==> src/rtl/toggle_mon_sg.sv <==
// Per-net toggle monitor: counts sig transitions over a start-triggered window,
// then streams one (idx, count, sat) beat per net over a valid/ready port.

module toggle_mon_sg_lane #(
    parameter int CNT_W = 16
) (
    input  logic             CP,
    input  logic             RN,
    input  logic             clr,
    input  logic             arm,
    input  logic             cnt_en,
    input  logic             s,
    output logic [CNT_W-1:0] cnt,
    output logic             sat
);
    logic prev;

    always_ff @(posedge CP or negedge RN) begin
        if (!RN) begin
            cnt  <= '0;
            sat  <= 1'b0;
            prev <= 1'b0;
        end else begin
            if (arm || cnt_en) prev <= s;
            if (clr) begin
                cnt <= '0;
                sat <= 1'b0;
            end else if (cnt_en && (s != prev)) begin
                // saturate instead of wrapping; sat marks a lost toggle
                if (&cnt) sat <= 1'b1;
                else      cnt <= cnt + 1'b1;
            end
        end
    end
endmodule

module toggle_mon_sg #(
    parameter int WIDTH = 8,
    parameter int CNT_W = 16,
    parameter int WIN_W = 16
) (
    input  logic                     CP,
    input  logic                     RN,
    input  logic                     start,
    input  logic [WIN_W-1:0]         win_len,
    input  logic [WIDTH-1:0]         sig,
    input  logic                     out_ready,
    output logic                     busy,
    output logic                     out_valid,
    output logic [$clog2(WIDTH)-1:0] out_idx,
    output logic [CNT_W-1:0]         out_count,
    output logic                     out_sat,
    output logic                     done
);
    localparam int IDX_W = $clog2(WIDTH);

    typedef enum logic [1:0] {IDLE, ARM, COUNT, DRAIN} state_t;

    state_t                        state;
    logic [WIN_W-1:0]              win_rem;
    logic [IDX_W-1:0]              ptr;
    logic [IDX_W-1:0]              ptr_nxt;
    logic [WIDTH-1:0][CNT_W-1:0]   cnt;
    logic [WIDTH-1:0]              sat;
    logic                          clr;
    logic                          arm;
    logic                          cnt_en;

    assign clr     = (state == IDLE) && start;
    assign arm     = (state == ARM);
    assign cnt_en  = (state == COUNT);
    assign ptr_nxt = ptr + 1'b1;

    for (genvar i = 0; i < WIDTH; i++) begin : g_lane
        toggle_mon_sg_lane #(.CNT_W(CNT_W)) u_lane (
            .CP     (CP),
            .RN     (RN),
            .clr    (clr),
            .arm    (arm),
            .cnt_en (cnt_en),
            .s      (sig[i]),
            .cnt    (cnt[i]),
            .sat    (sat[i])
        );
    end

    always_ff @(posedge CP or negedge RN) begin
        if (!RN) begin
            state     <= IDLE;
            win_rem   <= '0;
            ptr       <= '0;
            busy      <= 1'b0;
            out_valid <= 1'b0;
            out_idx   <= '0;
            out_count <= '0;
            out_sat   <= 1'b0;
            done      <= 1'b0;
        end else begin
            done <= 1'b0;
            case (state)
                IDLE: begin
                    if (start) begin
                        win_rem <= win_len;
                        ptr     <= '0;
                        busy    <= 1'b1;
                        state   <= ARM;
                    end
                end
                ARM: begin
                    state <= (win_rem != '0) ? COUNT : DRAIN;
                end
                COUNT: begin
                    win_rem <= win_rem - 1'b1;
                    if (win_rem == WIN_W'(1)) state <= DRAIN;
                end
                DRAIN: begin
                    // first DRAIN cycle loads beat 0 once the last count has settled
                    if (!out_valid) begin
                        out_valid <= 1'b1;
                        out_idx   <= ptr;
                        out_count <= cnt[ptr];
                        out_sat   <= sat[ptr];
                    end else if (out_ready) begin
                        if (ptr == IDX_W'(WIDTH - 1)) begin
                            out_valid <= 1'b0;
                            out_idx   <= '0;
                            out_count <= '0;
                            out_sat   <= 1'b0;
                            ptr       <= '0;
                            busy      <= 1'b0;
                            done      <= 1'b1;
                            state     <= IDLE;
                        end else begin
                            ptr       <= ptr_nxt;
                            out_idx   <= ptr_nxt;
                            out_count <= cnt[ptr_nxt];
                            out_sat   <= sat[ptr_nxt];
                        end
                    end
                end
                default: state <= IDLE;
            endcase
        end
    end
endmodule

==> config.mk <==
export PLATFORM = sky130hd
export DESIGN_NAME = toggle_mon_sg
export DESIGN_NICKNAME = d
export VERILOG_FILES = /design/src/rtl/toggle_mon_sg.sv
export SDC_FILE = /design/constraint.sdc
export NUM_CORES = 1
export LEC_CHECK = 0
export CAP_MARGIN = 0
export CORE_MARGIN = 2
export CORE_UTILIZATION = 60
export DETAILED_ROUTE_END_ITERATION = 8
export GPL_TIMING_DRIVEN = 0
export PLACE_DENSITY_LB_ADDON = 0.2
export REMOVE_ABC_BUFFERS = 1
export SLEW_MARGIN = 15
export SYNTH_ARGS = -nofsm -noshare
export SYNTH_HDL_FRONTEND = slang
export SYNTH_HIERARCHICAL = 1
export SYNTH_SLANG_ARGS = --single-unit
==> constraint.sdc <==
create_clock -name CP -period 3.8 [get_ports CP]
set_input_delay 0.57 -clock CP [delete_from_list [all_inputs] [get_ports CP]]
set_output_delay 0.57 -clock CP [all_outputs]
set_load 0.01 [all_outputs]
=== After elaboration in Yosys (flattened, before gate mapping) ===
Cells that the tools add are included.
Widths: inputs -> output; s select.

* Bits in registers: 188
* Input port bits: 28
* Output and inout bits: 23

* Mux-type cells: 89
* Equal/unequal tests: 27
* Add/subtract/negate cells: 10
* Reduce and logical (&&, ||, !) cells: 59
* Magnitude comparators: 2

{| class="wikitable"
|+ Operators by type and width
! kind !! number
|-
| $mux 16 || 30
|-
| $add 16x1->16 const B || 8
|-
| $reduce_and 16->1 || 8
|-
| $bmux 16 s3 || 2
|-
| $mux 1 || 41
|-
| $reduce_and 2->1 || 18
|-
| $reduce_bool 2->1 || 18
|-
| $pmux 16 s2 || 1
|-
| $ne 2x2->1 const B || 14
|-
| $eq 16x1->1 const B || 1
|-
| $reduce_bool 16->1 || 1
|-
| $sub 16x1->16 const B || 1
|-
| $mux 3 || 5
|-
| $mux 2 || 5
|-
| $reduce_and 5->1 || 2
|-
| $logic_and 1x1->1 || 9
|-
| $lt 3x4->1 const B || 2
|-
| $ne 1x1->1 || 8
|-
| $pmux 2 s4 || 1
|-
| $bmux 1 s3 || 2
|-
| $pmux 3 s2 || 1
|-
| $eq 2x2->1 const B || 2
|-
| $reduce_and 4->1 || 1
|-
| $add 3x1->3 const B || 1
|-
| 5 further kinds || 5
|}

=== Longest topological paths before layout ===
* Depth in word-level cells: 6
* Mapped depth: 8

=== Cells and area by module ===
Netlist, hierarchy kept.

{| class="wikitable"
|+ By module, submodules not included
! module !! cells an instance !! sequential area each (um^2) !! times used !! area each (um^2)
|-
| toggle_mon_sg_lane (g_lane[0].u_lane ...) || 105 || 450.4 || 6 || 1022.2
|-
| toggle_mon_sg || 543 || 1101.1 || 1 || 4583.1
|-
| toggle_mon_sg_lane (g_lane[6].u_lane) || 110 || 450.4 || 1 || 1028.5
|-
| toggle_mon_sg_lane (g_lane[7].u_lane) || 107 || 450.4 || 1 || 1028.5
|}

=== Least setup slack after synthesis ===
Ideal clock, no wire load.

* Path kind: flip-flop to flip-flop
* From: register state[0]
* To: register g_lane[6].u_lane.cnt[12]
* Cell stages (with the launch flop): 7
* Required time: 3.722 ns
* Library setup time: 0.078 ns
* Data arrival time: 2.612 ns
* Path buffers: 0
* Path slack: 1.110 ns
* Cells stage by stage: dfrtp_1 inv_1 ha_1 inv_1 or4_4 or4_1 a21oi_1

* Cells in the longest elaborated chain, start to end: 4

{| class="wikitable"
|+ RTL lines
! what !! RTL line !! source
|-
| start: declaration || 59 || <nowiki>state_t state;</nowiki>
|-
| start signal: assignment || 110 || <nowiki>state <= (win_rem != '0) ? COUNT : DRAIN;</nowiki>
|-
| $eq 2x2->1 || 71 || <nowiki>assign cnt_en = (state == COUNT);</nowiki>
|-
| via cnt_en || 67 || <nowiki>logic cnt_en;</nowiki>
|-
| $logic_and 1x1->1 || 28 || <nowiki>end else if (cnt_en && (s != prev)) begin</nowiki>
|-
| $reduce_bool 2->1 (no line) || n/a ||
|-
| $reduce_and 2->1 (no line) || n/a ||
|-
| end signal: assignment || 31 || <nowiki>else cnt <= cnt + 1'b1;</nowiki>
|-
| end: declaration || 13 || <nowiki>output logic [CNT_W-1:0] cnt,</nowiki>
|}

The timed path passes the listed nets, and every way through them passes these cells.
A chain may end at the register's enable or synchronous reset.

=== Final worst setup path ===
* From: register ptr[0]
* To: register out_count[1]

* Cells in the longest elaborated chain, start to end: 6

{| class="wikitable"
|+ RTL lines
! what !! RTL line !! source
|-
| start: declaration || 61 || <nowiki>logic [IDX_W-1:0] ptr;</nowiki>
|-
| start signal: assignment || 134 || <nowiki>ptr <= ptr_nxt;</nowiki>
|-
| $add 3x1->3 || 72 || <nowiki>assign ptr_nxt = ptr + 1'b1;</nowiki>
|-
| $bmux 16 s3 || 136 || <nowiki>out_count <= cnt[ptr_nxt];</nowiki>
|-
| $mux 16 (implied by the code) || 136 ||
|-
| $mux 16 || 124 || <nowiki>if (ptr == IDX_W'(WIDTH - 1)) begin</nowiki>
|-
| $mux 16 || 123 || <nowiki>end else if (out_ready) begin</nowiki>
|-
| $mux 16 * || 118 || <nowiki>if (!out_valid) begin</nowiki>
|-
| end signal: assignment || 121 || <nowiki>out_count <= cnt[ptr];</nowiki>
|-
| end signal: assignment || 136 ||
|-
| end: declaration || 51 || <nowiki>output logic [CNT_W-1:0] out_count,</nowiki>
|}

Every way passes the cells marked *; elsewhere a longest branch is shown, timed or not. The select of a mux whose other input is x is not followed.

==> metrics.md <==
| Metric | Value |
|---|---|
| Combinational power share | `39.7%` |
| Post-synth EDFFs | `0` |
| Post-synth top area cell | `dfrtp_1` |
| Die X | `150 um` |
| HPWL after DPL | `25600 um` |
| Post-synthesis sequential area ratio | `36.8%` |
| P_sw | `3.29 mW` |
| TritonCTS clock tree | `built` |
| Worst Setup SP | `ptr[0]` |
| Overall Global Routing Usage | `33.7%` |
| Mean Syn Cell Area | `9.19 um^2` |
| Slew Limit Headroom | `21.3%` |
| Clock Skews | `0.00748 ns` |
| Hold Buf Count CTS | `0` |
| Grt ovf | `0` |
| Via Count | `11800` |
| Slew @ Worst Pin | `1.18 ns` |
| Worst-Skew Late Latency | `0.45 ns` |
| Largest delay share family, worst path | `simple AND/OR/NAND/NOR gates` |
| First-pass GRT wire length | `59500 um` |
| # diodes | `0` |
| RR Startpoint | `ptr[0]` |
| H-tree depth | `4` |
| Most common cell after layout, fill and taps aside | `dfrtp_1` |
| Largest net degree at the start of global routing | `78` |
| Final hold violation count | `0` |
| Worst Hold Class | `in2async` |
| Pint | `4.66 mW` |
| Placed insts | `1637` |
| Sw frac | `41.4%` |
| Max clock buf depth | `2` |
| Adder-Cell Fraction of Synth Area | `1.57%` |
| Tot Pwr | `7.94 mW` |
| Status | `completed` |
| Dpl ws | `0.641 ns` |
| Area of the mapped netlist | `12800 um^2` |
| Highest Clock Rate | `299 MHz` |
| Mux contribution to synthesized area | `12.8%` |
| WP data required | `4.05 ns` |
| GPL Wtd Cong | `0.977` |
| Vias/cell | `7.07` |
| Critical path buffer and inverter count | `1` |
| Final WL | `36900 um` |
| Core ar. | `21000 um^2` |
| Vias in the first global route | `11100` |
| ANT nets after route | `0` |
| Minimum clock period | `3.34 ns` |
| Crit-path max cell delay | `0.91 ns` |
| RSZ-0062 raised after global routing | `no` |
| Clock transition at path regs | `0.08 ns` |
| DP Area | `13400 um^2` |
| Max Slew Vio Count | `0` |
| Ys Warns | `6` |
| Initial core utilization | `61.0%` |
| Initial DRC count | `1348` |
| Final setup viols | `0` |
| Cell mode on critical path | `ha_1` |
| FILL cells | `1731` |
| Max cap viols | `0` |
| Avg WL per Cell | `22.1 um` |
| CP startpoint kind | `flop` |
| Number of port buffers | `50` |
| Post-synthesis instance total | `1390` |
| Die area | `22500 um^2` |
| Synth async-reset ratio | `100%` |
| Layout cells sized above 1 | `7.10%` |
| Nets | `1425` |
| Setup slack after layout | `0.458 ns` |
| Seq pwr share | `37.0%` |
| Post-synth top area share | `36.8%` |
| Pwr Density | `567 nW/um^2` |
| Compound-Gate Fraction of Synth Area | `20.8%` |
| Crit end category | `flop` |
| Die height | `150 um` |
| Critical Path AT | `3.59 ns` |
| CP max stage cell | `dfrtp_4` |
| Most frequent cells in the layout | `dfrtp_1 (186), a21oi_1 (149), mux2i_1 (134)` |
| Clock share of power | `23.3%` |
| Yosys reg bits | `188` |
| Pleak | `5.04 nW` |
| Area Overhead vs Synth | `9.77%` |
| Main combinational cell family by area after synthesis | `simple AND/OR/NAND/NOR gates` |
| Clock sinks | `188` |
| Tcrit/Tclk final | `87.9%` |
| Crit Path Max Fanout | `52` |
| Pre-antenna DRT Iters | `6` |
| Drt drc | `0` |
| Distinct cells, synth | `72` |
| PostCTS Resize Cnt | `0` |
| CP Cell Sequence | `buf_16 -> ha_1 -> ha_1 -> nor2b_2 -> a22oi_1 -> nand3_1 -> a41oi_1` |
| Final instance area | `14000 um^2` |
| Io pins | `51` |
| Synth area leaders | `dfrtp_1 (37%), mux2i_1 (11%), a21oi_1 (5.8%)` |
| Non-filler cells, final | `1669` |
| WHS | `0.0858 ns` |
| Core Util, Final | `66.9%` |
| VDD IR-drop max | `0.554 mV` |
| Inserted Clock Buffers | `17` |
| Post-Synth Simple-Gate Area | `21.8%` |
| WS Path Type | `reg2reg` |
| Rows | `53` |
| Postcts setup bufs | `0` |
| Root Buffer | `clkbuf_16` |
| Initial antenna violation count | `0` |
| XOR/XNOR share of the synthesized area | `1.03%` |
| Ys flop type | `dfrtp_1` |
| Fin Setup TNS | `0 ns` |
[power by group through the flow]
| stage | Sequential [mW] | Combinational (mW) | Clock, mW |
|---|---|---|---|
| after floorplan | 2.90 | 2.05 | 0 |
| after global placement | 3.04 | 2.94 | 0 |
| after detailed placement | 2.96 | 3.09 | 0 |
| after CTS | 2.92 | 3.12 | 1.87 |
| after global routing | 2.99 | 3.46 | 1.95 |
| final | 2.94 | 3.16 | 1.85 |
[layer usage]
metal	track usage, %	part of all wire, %	wire length [um]
met1	45.9	42	15400
met2	51.4	45	16700
met3	6.37	8.4	3100
met4	17.2	4.9	1790
met5	0	0	0
[layout make-up]
class | instances | area [um^2] | area share [%]
clock inverters | 15 | 179 | 1.28
inverters | 55 | 206 | 1.47
clock buffers | 17 | 425 | 3.03
repair buffers | 59 | 706 | 5.03
flip-flops and latches | 188 | 4710 | 33.6
well taps | 275 | 344 | 2.45
multi-input cells | 1060 | 7450 | 53.1
[kinds of logic after synthesis]
group           count (synthesis)
xor+xnor                        9
compound gates                413
fa+ha+maj                      16
flops                         188
simple gates                  466
buf+inv                       142
mux                           156
[cells in the mapped netlist (22+ instances only)]
master and count:
nand3_1 63, nand4_1 22, nor4_1 23, a21oi_1 149
or4_1 54, or3_1 31, clkbuf_1 40, mux2i_1 134
and4_1 40, o21ai_0 31, dfrtp_1 188, o22ai_1 34
o31ai_1 53, nand2_1 80, inv_1 55, nor2_1 54
[state kept, by name (all words and copies together) (netlist names), 2 cells and up]
signal              count
g_lane.u_lane/cnt     128
g_lane.u_lane/prev      8
g_lane.u_lane/sat       8
out_count              16
out_idx                 3
ptr                     3
state                   2
win_rem                16
[final timing paths]
check	slack (ns)	cells past startpoint	end
max	0.46	7	out_count[1]
min	0.09	1	g_lane[4].u_lane/prev
max reg2reg	0.46	7	out_count[1]
min reg2reg	0.52	2	out_idx[2]
max in group asynchronous	2.64	3	ptr[1]
min in group CP	0.52	2	out_idx[2]
(Power assumes the default switching activity.)
